`config.mk`:
```
export PLATFORM = sky130hd
export DESIGN_NAME = call_scheduler
export DESIGN_NICKNAME = d
export VERILOG_FILES = /design/src/rtl/call_scheduler_pkg.sv /design/src/rtl/call_latch.sv /design/src/rtl/call_scheduler.sv
export SDC_FILE = /design/constraint.sdc
export NUM_CORES = 1
export LEC_CHECK = 0
export ABC_CLOCK_PERIOD_IN_PS = 2500
export CELL_PAD_IN_SITES_DETAIL_PLACEMENT = 1
export CELL_PAD_IN_SITES_GLOBAL_PLACEMENT = 1
export CORE_MARGIN = 3
export CORE_UTILIZATION = 40
export CTS_BUF_LIST = sky130_fd_sc_hd__clkbuf_4
export DETAILED_ROUTE_END_ITERATION = 6
export GPL_ROUTABILITY_DRIVEN = 0
export GPL_TIMING_DRIVEN = 0
export PLACE_DENSITY_LB_ADDON = 0.1
export SLEW_MARGIN = 10
export SYNTH_ARGS = -nofsm -noshare
export SYNTH_HDL_FRONTEND = slang
export SYNTH_SLANG_ARGS = --single-unit
export TNS_END_PERCENT = 10
```
`constraint.sdc`:
```
create_clock -name clk -period 2.5 [get_ports clk]
set_clock_uncertainty 0.1 [all_clocks]
set_input_delay 0.25 -clock clk [delete_from_list [all_inputs] [get_ports clk]]
set_output_delay 0.25 -clock clk [all_outputs]
set_load 0.02 [all_outputs]
```
`src/rtl/call_scheduler_pkg.sv`:
```
// Shared definitions for the elevator call scheduler: FSM encoding,
// default parameters and one-hot floor constants.
package call_scheduler_pkg;

  typedef enum logic [1:0] {
    ST_IDLE   = 2'd0,
    ST_SELECT = 2'd1,
    ST_MOVE   = 2'd2,
    ST_DOOR   = 2'd3
  } sched_state_e;

  localparam int DEF_N_FLOORS    = 3;
  localparam int DEF_DOOR_CYCLES = 3;

  localparam logic [2:0] FLOOR1 = 3'b001;
  localparam logic [2:0] FLOOR2 = 3'b010;
  localparam logic [2:0] FLOOR3 = 3'b100;

endpackage

```
`src/rtl/call_latch.sv`:
```
// Per-floor call button edge detector and pending-call register.
// A simultaneous set and clear on one bit resolves by clr_wins_i.
module call_latch #(
  parameter int W = 3
) (
  input  logic         clk,
  input  logic         rst,
  input  logic [W-1:0] req_i,
  input  logic [W-1:0] clr_i,
  input  logic         clr_wins_i,
  output logic [W-1:0] rise_o,
  output logic [W-1:0] pending_o
);

  logic [W-1:0] prev_q;
  logic [W-1:0] pend_q, pend_d;

  // prev_q resets to 0, so a button held through reset release is an edge
  assign rise_o    = req_i & ~prev_q;
  assign pending_o = pend_q;

  always_comb begin
    pend_d = pend_q;
    for (int i = 0; i < W; i++) begin
      if (rise_o[i] && clr_i[i]) pend_d[i] = ~clr_wins_i;
      else if (rise_o[i])        pend_d[i] = 1'b1;
      else if (clr_i[i])         pend_d[i] = 1'b0;
    end
  end

  always_ff @(posedge clk or posedge rst) begin
    if (rst) begin
      prev_q <= '0;
      pend_q <= '0;
    end else begin
      prev_q <= req_i;
      pend_q <= pend_d;
    end
  end

endmodule

```
`src/rtl/call_scheduler.sv`:
```
// Elevator call scheduler: latches calls, picks the next target with a
// SCAN policy, drives the move request and times the door dwell.
module call_scheduler
  import call_scheduler_pkg::*;
#(
  parameter int N_FLOORS    = DEF_N_FLOORS,
  parameter int DOOR_CYCLES = DEF_DOOR_CYCLES
) (
  input  logic                clk,
  input  logic                rst,
  input  logic [N_FLOORS-1:0] call_req_i,
  input  logic [N_FLOORS-1:0] cur_floor_i,
  input  logic                arrived_i,
  input  logic                hold_i,
  output logic [N_FLOORS-1:0] call_pending_o,
  output logic [N_FLOORS-1:0] target_o,
  output logic                go_o,
  output logic                dir_up_o,
  output logic                door_open_o
);

  localparam int             CW    = $clog2(DOOR_CYCLES + 1);
  localparam logic [CW-1:0]  DWELL = CW'(DOOR_CYCLES);

  sched_state_e          state_q, state_d;
  logic                  dir_up_q, dir_up_d;
  logic [N_FLOORS-1:0]   target_q, target_d;
  logic [CW-1:0]         cnt_q, cnt_d;

  logic [N_FLOORS-1:0]   pend, rise, clr, sel_fwd, sel_rev;
  logic                  floor_ok, here_pend, door_next;

  // Nearest pending floor strictly above (up=1) or below (up=0) cur.
  function automatic logic [N_FLOORS-1:0] pick_target(
    input logic [N_FLOORS-1:0] p,
    input logic [N_FLOORS-1:0] cur,
    input logic                up
  );
    logic [N_FLOORS-1:0] below, cand, res;
    below = cur - N_FLOORS'(1);
    cand  = up ? (p & ~(below | cur)) : (p & below);
    res   = '0;
    for (int i = 0; i < N_FLOORS; i++)
      if (cand[i] && (!up || res == '0)) begin
        res    = '0;
        res[i] = 1'b1;
      end
    return res;
  endfunction

  call_latch #(.W(N_FLOORS)) u_latch (
    .clk        (clk),
    .rst        (rst),
    .req_i      (call_req_i),
    .clr_i      (clr),
    .clr_wins_i (door_next),
    .rise_o     (rise),
    .pending_o  (pend)
  );

  assign floor_ok  = $onehot(cur_floor_i);
  assign here_pend = |(pend & cur_floor_i);
  assign sel_fwd   = pick_target(pend, cur_floor_i, dir_up_q);
  assign sel_rev   = pick_target(pend, cur_floor_i, ~dir_up_q);
  // While the door is (or is about to be) open here, the floor's call is
  // served: the clear beats any fresh press at that floor.
  assign door_next = (state_d == ST_DOOR);
  assign clr       = door_next ? cur_floor_i : '0;

  always_comb begin
    state_d  = state_q;
    dir_up_d = dir_up_q;
    target_d = target_q;
    cnt_d    = cnt_q;
    if (!floor_ok) begin
      state_d = ST_IDLE;
    end else begin
      case (state_q)
        ST_IDLE: begin
          if (here_pend)  state_d = ST_DOOR;
          else if (|pend) state_d = ST_SELECT;
        end
        ST_SELECT: begin
          if (|sel_fwd) begin
            target_d = sel_fwd;
            state_d  = ST_MOVE;
          end else if (|sel_rev) begin
            target_d = sel_rev;
            dir_up_d = ~dir_up_q;
            state_d  = ST_MOVE;
          end else begin
            // only call left is at this floor; IDLE will open the door
            state_d = ST_IDLE;
          end
        end
        ST_MOVE: begin
          if (arrived_i && (cur_floor_i == target_q || here_pend))
            state_d = ST_DOOR;
        end
        ST_DOOR: begin
          if (|(rise & cur_floor_i)) begin
            cnt_d = DWELL;
          end else if (!hold_i) begin
            cnt_d = cnt_q - CW'(1);
            if (cnt_q <= CW'(1)) state_d = ST_IDLE;
          end
        end
        default: state_d = ST_IDLE;
      endcase
    end
    if (state_d == ST_DOOR && state_q != ST_DOOR) cnt_d = DWELL;
  end

  always_ff @(posedge clk or posedge rst) begin
    if (rst) begin
      state_q  <= ST_IDLE;
      dir_up_q <= 1'b1;
      target_q <= '0;
      cnt_q    <= '0;
    end else begin
      state_q  <= state_d;
      dir_up_q <= dir_up_d;
      target_q <= target_d;
      cnt_q    <= cnt_d;
    end
  end

  assign call_pending_o = pend;
  assign target_o       = (state_q == ST_MOVE) ? target_q : '0;
  assign go_o           = (state_q == ST_MOVE) && !hold_i && floor_ok;
  assign door_open_o    = (state_q == ST_DOOR);
  assign dir_up_o       = dir_up_q;

endmodule

```
==> results of run 1 <==
## sequential cells by signal, summed over array words and instances (netlist names)
name / flops
cnt_q: 2
dir_up_o: 1
state_q: 2
target_q: 3
u_latch.pending_o: 3
u_latch.prev_q: 3
## cell type report
class	count	share of cell area (%)
Inverter	14	4.17
Clock inverter	1	0.298
Tap cell	28	2.78
Multi-Input combinational cell	82	48.5
Buffer	1	0.894
Clock buffer	3	1.79
Sequential cell	14	27.9
Timing Repair Buffer	18	13.7
## metrics by stage
stage / setup slack, ns / instance area (sq um) / power, mW / std cells
global placement: -0.431 / 1230 / 0.746 / 157
finish: 0.186 / 1260 / 0.906 / 161
floorplan: 0.434 / 1010 / 0.617 / 111
global route: 0.0395 / 1260 / 0.981 / 161
detailed placement: -0.498 / 1230 / 0.766 / 157
CTS: 0.0600 / 1260 / 0.916 / 161
## final timing paths
path | startpoint | end | slack [ns] | cells past startpoint
min in group clk | call_req_i[2] | u_latch.prev_q[2] | 0.36 | 1
max reg2reg | dir_up_o | target_q[0] | 0.42 | 6
min | rst | state_q[0] | 0.23 | 2
min reg2reg | u_latch.prev_q[2] | u_latch.pending_o[2] | 0.45 | 2
max in group asynchronous | rst | cnt_q[1] | 1.69 | 2
max | cur_floor_i[2] | target_q[0] | 0.19 | 8
## synth_stat cells (2+ instances only)
master / n / area [sq um]
and2_1: 2 / 12.5
a21oi_1: 4 / 20.0
nand2b_1: 5 / 31.3
mux2_4: 2 / 30.0
ha_1: 4 / 50.1
a31oi_1: 3 / 18.8
nor2_1: 8 / 30.0
dfrtp_1: 13 / 325
o21ai_0: 2 / 10.0
nor3b_1: 2 / 15.0
nor2b_1: 4 / 25.0
inv_1: 14 / 52.6
nor3_1: 4 / 20.0
mux2i_1: 3 / 30.0
a32oi_1: 2 / 17.5
xor2_1: 4 / 35.0
nand2_1: 12 / 45.0
## power by group
group	internal (mW)	switching, mW	total, mW
sequential	0.279	0.0612	0.341
clock	0.0578	0.0772	0.135
combinational	0.198	0.232	0.430
total	0.535	0.370	0.906
## cell families after synthesis
group	Yosys count	synth area share (%)
AO/OA/AOI/OAI	26	21.7
XOR/XNOR	4	3.46
adder cells (fa/ha/maj)	5	6.91
buffers and inverters	15	6.30
flip-flops	14	34.7
multiplexers	5	5.93
AND/OR/NAND/NOR	42	21.0
## timing repair
item	in CTS	in global routing
setup endpoints to repair	4	1
gates resized for setup	6	3
buffers inserted	0	0
## routing by layer
layer,routed length (microns),part of all wire (%),vias up,global-route usage [%]
li1,-,-,435,-
met1,1220,45,458,24.9
met2,1340,50,23,31.6
met3,91,3.4,6,2.99
met4,55,2.0,0,8.14
met5,0,0,-,0
==> results.md, run 1 <==
* Slew HR at roughly 56%
* Crit-path cells: clkdlybuf4s50_1, inv_1, ha_1, mux2i_1, nor2_1, a221o_1, o21bai_4, mux2_4
* Final setup vio count at 0
* Pwr per Cell Area at 719 nW/um^2
* Syn_nets at 126
* Post-Syn Area at 1010 sq um
* Clk slew on worst S/H paths at around 0.10 ns
* Hold Crit Class: input pin to async pin
* Commonest non-fill, non-tap cell in the layout: clkdlybuf4s50_1
* Cell variety after synth at 40
* CTS root buf: clkbuf_4
* Synth Register Bits at 14
* Synth Area per Inst at 9.13 sq um
* Port buffer count at 18
* Area grow syn2layout at 24.3%
* Register area share after synthesis at 34.7%
* CP peak stage delay at approximately 0.55 ns
* Top FF cell, synth: dfrtp_1
* Clock Latency Late Sink at 0.28 ns
* Synth warnings at 0
* Worst vdd ir at 0.413 mV
* Static Leakage at 0.557 nW
* # fillers at 277
* Setup CP Type: input pin to flop
* Final #Nets at 149
* Synth async-reset ratio at 100%
* Share of layout cells above drive strength 1 at about an eighth
* Final Hold Fails at 0
* # H-tree levels at 1
* Largest fanout on the critical path at 4
* CTS max path bufs at 2
* Tightest Pin Transition at around 0.66 ns
* Initial Util at 44.1%
* Startpoint types: input pin
* CTS Hold Bufs at 0
* Remaining antenna violation count at 0
* EDFF count, synth at 0
* CP Data Arrival Time at between 2 and 2.5 ns
* Worst EP required at 2.58 ns
* DR DRC count at 0
* Fin util at a little over half
* FF/Latch Area at 352 sq um
* Final min period at about 2.3 ns
* FMAX at 432 MHz
* TritonCTS clock tree: built
* First-pass GRT wire length at 4790 microns
* Period utilization at 92.6%
* Max Cap Viol at 0
* IO Pins at 19
* CP Capture Type: flop
* Vias in the first global route at 1021
* # diodes at 0
* # rows at 17
* Iteration-0 DRC Markers at 22
* Vias/cell at between 5 and 6
* Die Y at 56.3 microns
* TritonCTS Buffers at 3
* Setup_tns at 0 ns
* Via count at between 900 and 1k
* Status: finished clean
* Detail Placement HPWL at 2200 microns
* Wire per inst at between 15 and 20 microns
* Final WL at around 2700 microns
* Family with the most delay on the worst path: buffers and inverters
* Die area at 3170 sq um
* Min Hold Slack at 0.228 ns
* GRT Total Usage at around a fifth
* Post-Syn Instances at 111
* Total gr overflow at 0
* Area of the multi-input gates at slightly above 600 sq um
* Drt pass-1 iters at 5
* Most frequent cells in the layout: clkdlybuf4s50_1 (15), inv_1 (14), dfrtp_1 (13), nand2_1 (12), nor2_1 (8)
* Width of the die at 56.3 microns
* Slowest cell on crit path: clkdlybuf4s50_1
* Core region area at 2300 sq um
* Slew Limit Fails at 0
* Initial antenna violation count at 0
* RSZ-0062 raised after global routing: false
* Buf/Inv on CP at 2
* Largest net degree at the start of global routing at 15
* CTS sink count at 14
No activity file was read; power rests on OpenSTA's default activity.
==> run 2: changes to the inputs <==
Settings changed: CTS_BUF_LIST sky130_fd_sc_hd__clkbuf_4 to sky130_fd_sc_hd__clkbuf_2.
==> results.md, run 2 (same netlist as run 1, synthesis figures left out) <==
* Status: finished clean
* Worst vdd ir at around 0.4 mV
* # rows at 17
* Initial antenna violation count at 0
* DR DRC count at 0
* CP Data Arrival Time at 2.39 ns
* IO Pins at 19
* # H-tree levels at 1
* Final Hold Fails at 0
* Total setup buffers inserted after CTS at 0
* Met1 GRT Util at 25.1%
* Largest net degree at the start of global routing at 15
* RSZ-0062 raised after global routing: false
* Commonest non-fill, non-tap cell in the layout: clkdlybuf4s50_1
* Via count at 926
* Wire per inst at 16.9 microns
* Period utilization at 91.7%
* Final setup vio count at 0
* Hold Crit Class: input pin to async pin
* GR met2 Demand/Resource at 31.6%
* Area grow syn2layout at 23.6%
* Core region area at 2300 sq um
* Setup CP Type: input pin to flop
* Max Cap Viol at 0
* Share of layout cells above drive strength 1 at between 10% and 20%
* Slowest cell on crit path: clkdlybuf4s50_1
* Width of the die at ~56 microns
* M3 GR Usage at around 3%
* Vias in the first global route at 1014
* Port buffer count at 18
* TritonCTS clock tree: built
* Worst EP required at around 2.6 ns
* Static Leakage at 0.556 nW
* CP peak stage delay at ~0.56 ns
* Most frequent cells in the layout: clkdlybuf4s50_1 (15), inv_1 (14), dfrtp_1 (13), nand2_1 (12), nor2_1 (8)
* Cell Area, Placed at 1230 sq um
* FF/Latch Area at 352 sq um
* Slew Limit Fails at 0
* CTS max path bufs at 2
* Reg-to-reg slack, setup at ~0.42 ns
* Startpoint types: input pin
* PostCTS Resize Cnt at 7
* Total gr overflow at 0
* Area of the multi-input gates at between 600 and 700 sq um
* First-pass GRT wire length at 4800 microns
* TritonCTS Buffers at 3
* Remaining antenna violation count at 0
* Fin util at a little over half
* GR peak layer: met2
* CP Capture Type: flop
* FMAX at 436 MHz
* Final #Nets at 149
* Setup_tns at 0 ns
* Iteration-0 DRC Markers at 23
* Initial Util at 44.1%
* Largest fanout on the critical path at 4
* CTS root buf: clkbuf_2
* Clock Latency Late Sink at 0.29 ns
* Final min period at roughly 2.3 ns
* Slew HR at 55.3%
* Detail Placement HPWL at 2200 microns
* Place WS at -0.498 ns
* CTS Hold Bufs at 0
* Drt pass-1 iters at 4
* Tightest Pin Transition at 0.671 ns
* Final WL at between 2000 and 3000 microns
* Reg-to-Reg End: target_q[0]
* GRT Total Usage at roughly a fifth
* Reg-to-Reg Start: dir_up_o
* R2R depth at 6
* Vias/cell at approximately 5.8
* Die Y at 56.3 microns
* # diodes at 0
* Crit-path cells: clkdlybuf4s50_1, inv_1, ha_1, mux2i_1, nor2_1, a221o_1, o21bai_4, mux2_4
* Die area at approximately 3200 sq um
* # fillers at 273
* Clk slew on worst S/H paths at 0.16 ns
* Design Power at 0.885 mW
* CTS sink count at 14
* Fin area at about 1300 sq um
* Pwr per Cell Area at ~700 nW/um^2
* Final setup margin at 0.207 ns
run 2: area by class of cell:
type                            instances  share of cell area (%)
Clock buffer                            3                    1.20
Sequential cell                        14                    28.1
Tap cell                               28                    2.80
Clock inverter                          1                   0.300
Timing Repair Buffer                   18                    13.8
Multi-Input combinational cell         82                    48.8
Inverter                               14                    4.20
Buffer                                  1                   0.899
run 2: worst max-delay path: cells and delay by family:
kind,cells,cell delay [ns]
and+or+nand+nor,1,0.09
adders and majority gates,1,0.34
muxes,2,0.49
buffers and inverters,2,0.68
AOI/OAI and AO/OA,2,0.56
run 2: how the worst max path moves through the flow:
stage	start	end	depth (start not counted)
final	cur_floor_i[2]	target_q[0]	8
after detailed placement	cur_floor_i[0]	target_q[1]	10
after floorplan	cur_floor_i[1]	target_q[0]	9
after CTS	cur_floor_i[2]	go_o	6
after global routing	cur_floor_i[0]	target_q[1]	10
after global placement	cur_floor_i[0]	target_q[1]	10
run 2: through the flow:
step | hold slack (ns) | instances
floorplan | 0.0385 | 111
global placement | 0.424 | 157
detailed placement | 0.441 | 157
CTS | 0.217 | 161
global route | 0.233 | 161
finish | 0.204 | 161
run 2: where the power goes:
| part | leakage, nW | switching [mW] | total [mW] | internal [mW] |
|---|---|---|---|---|
| registers | 0.158 | 0.0619 | 0.341 | 0.279 |
| clock network | 0.0140 | 0.0796 | 0.114 | 0.0348 |
| logic | 0.384 | 0.232 | 0.430 | 0.198 |
run 2: routing by layer:
layer,vias to the layer above,share of wire [%]
met5,-,0
met4,0,2.6
met1,464,46
met3,8,2.6
met2,19,48
li1,435,-
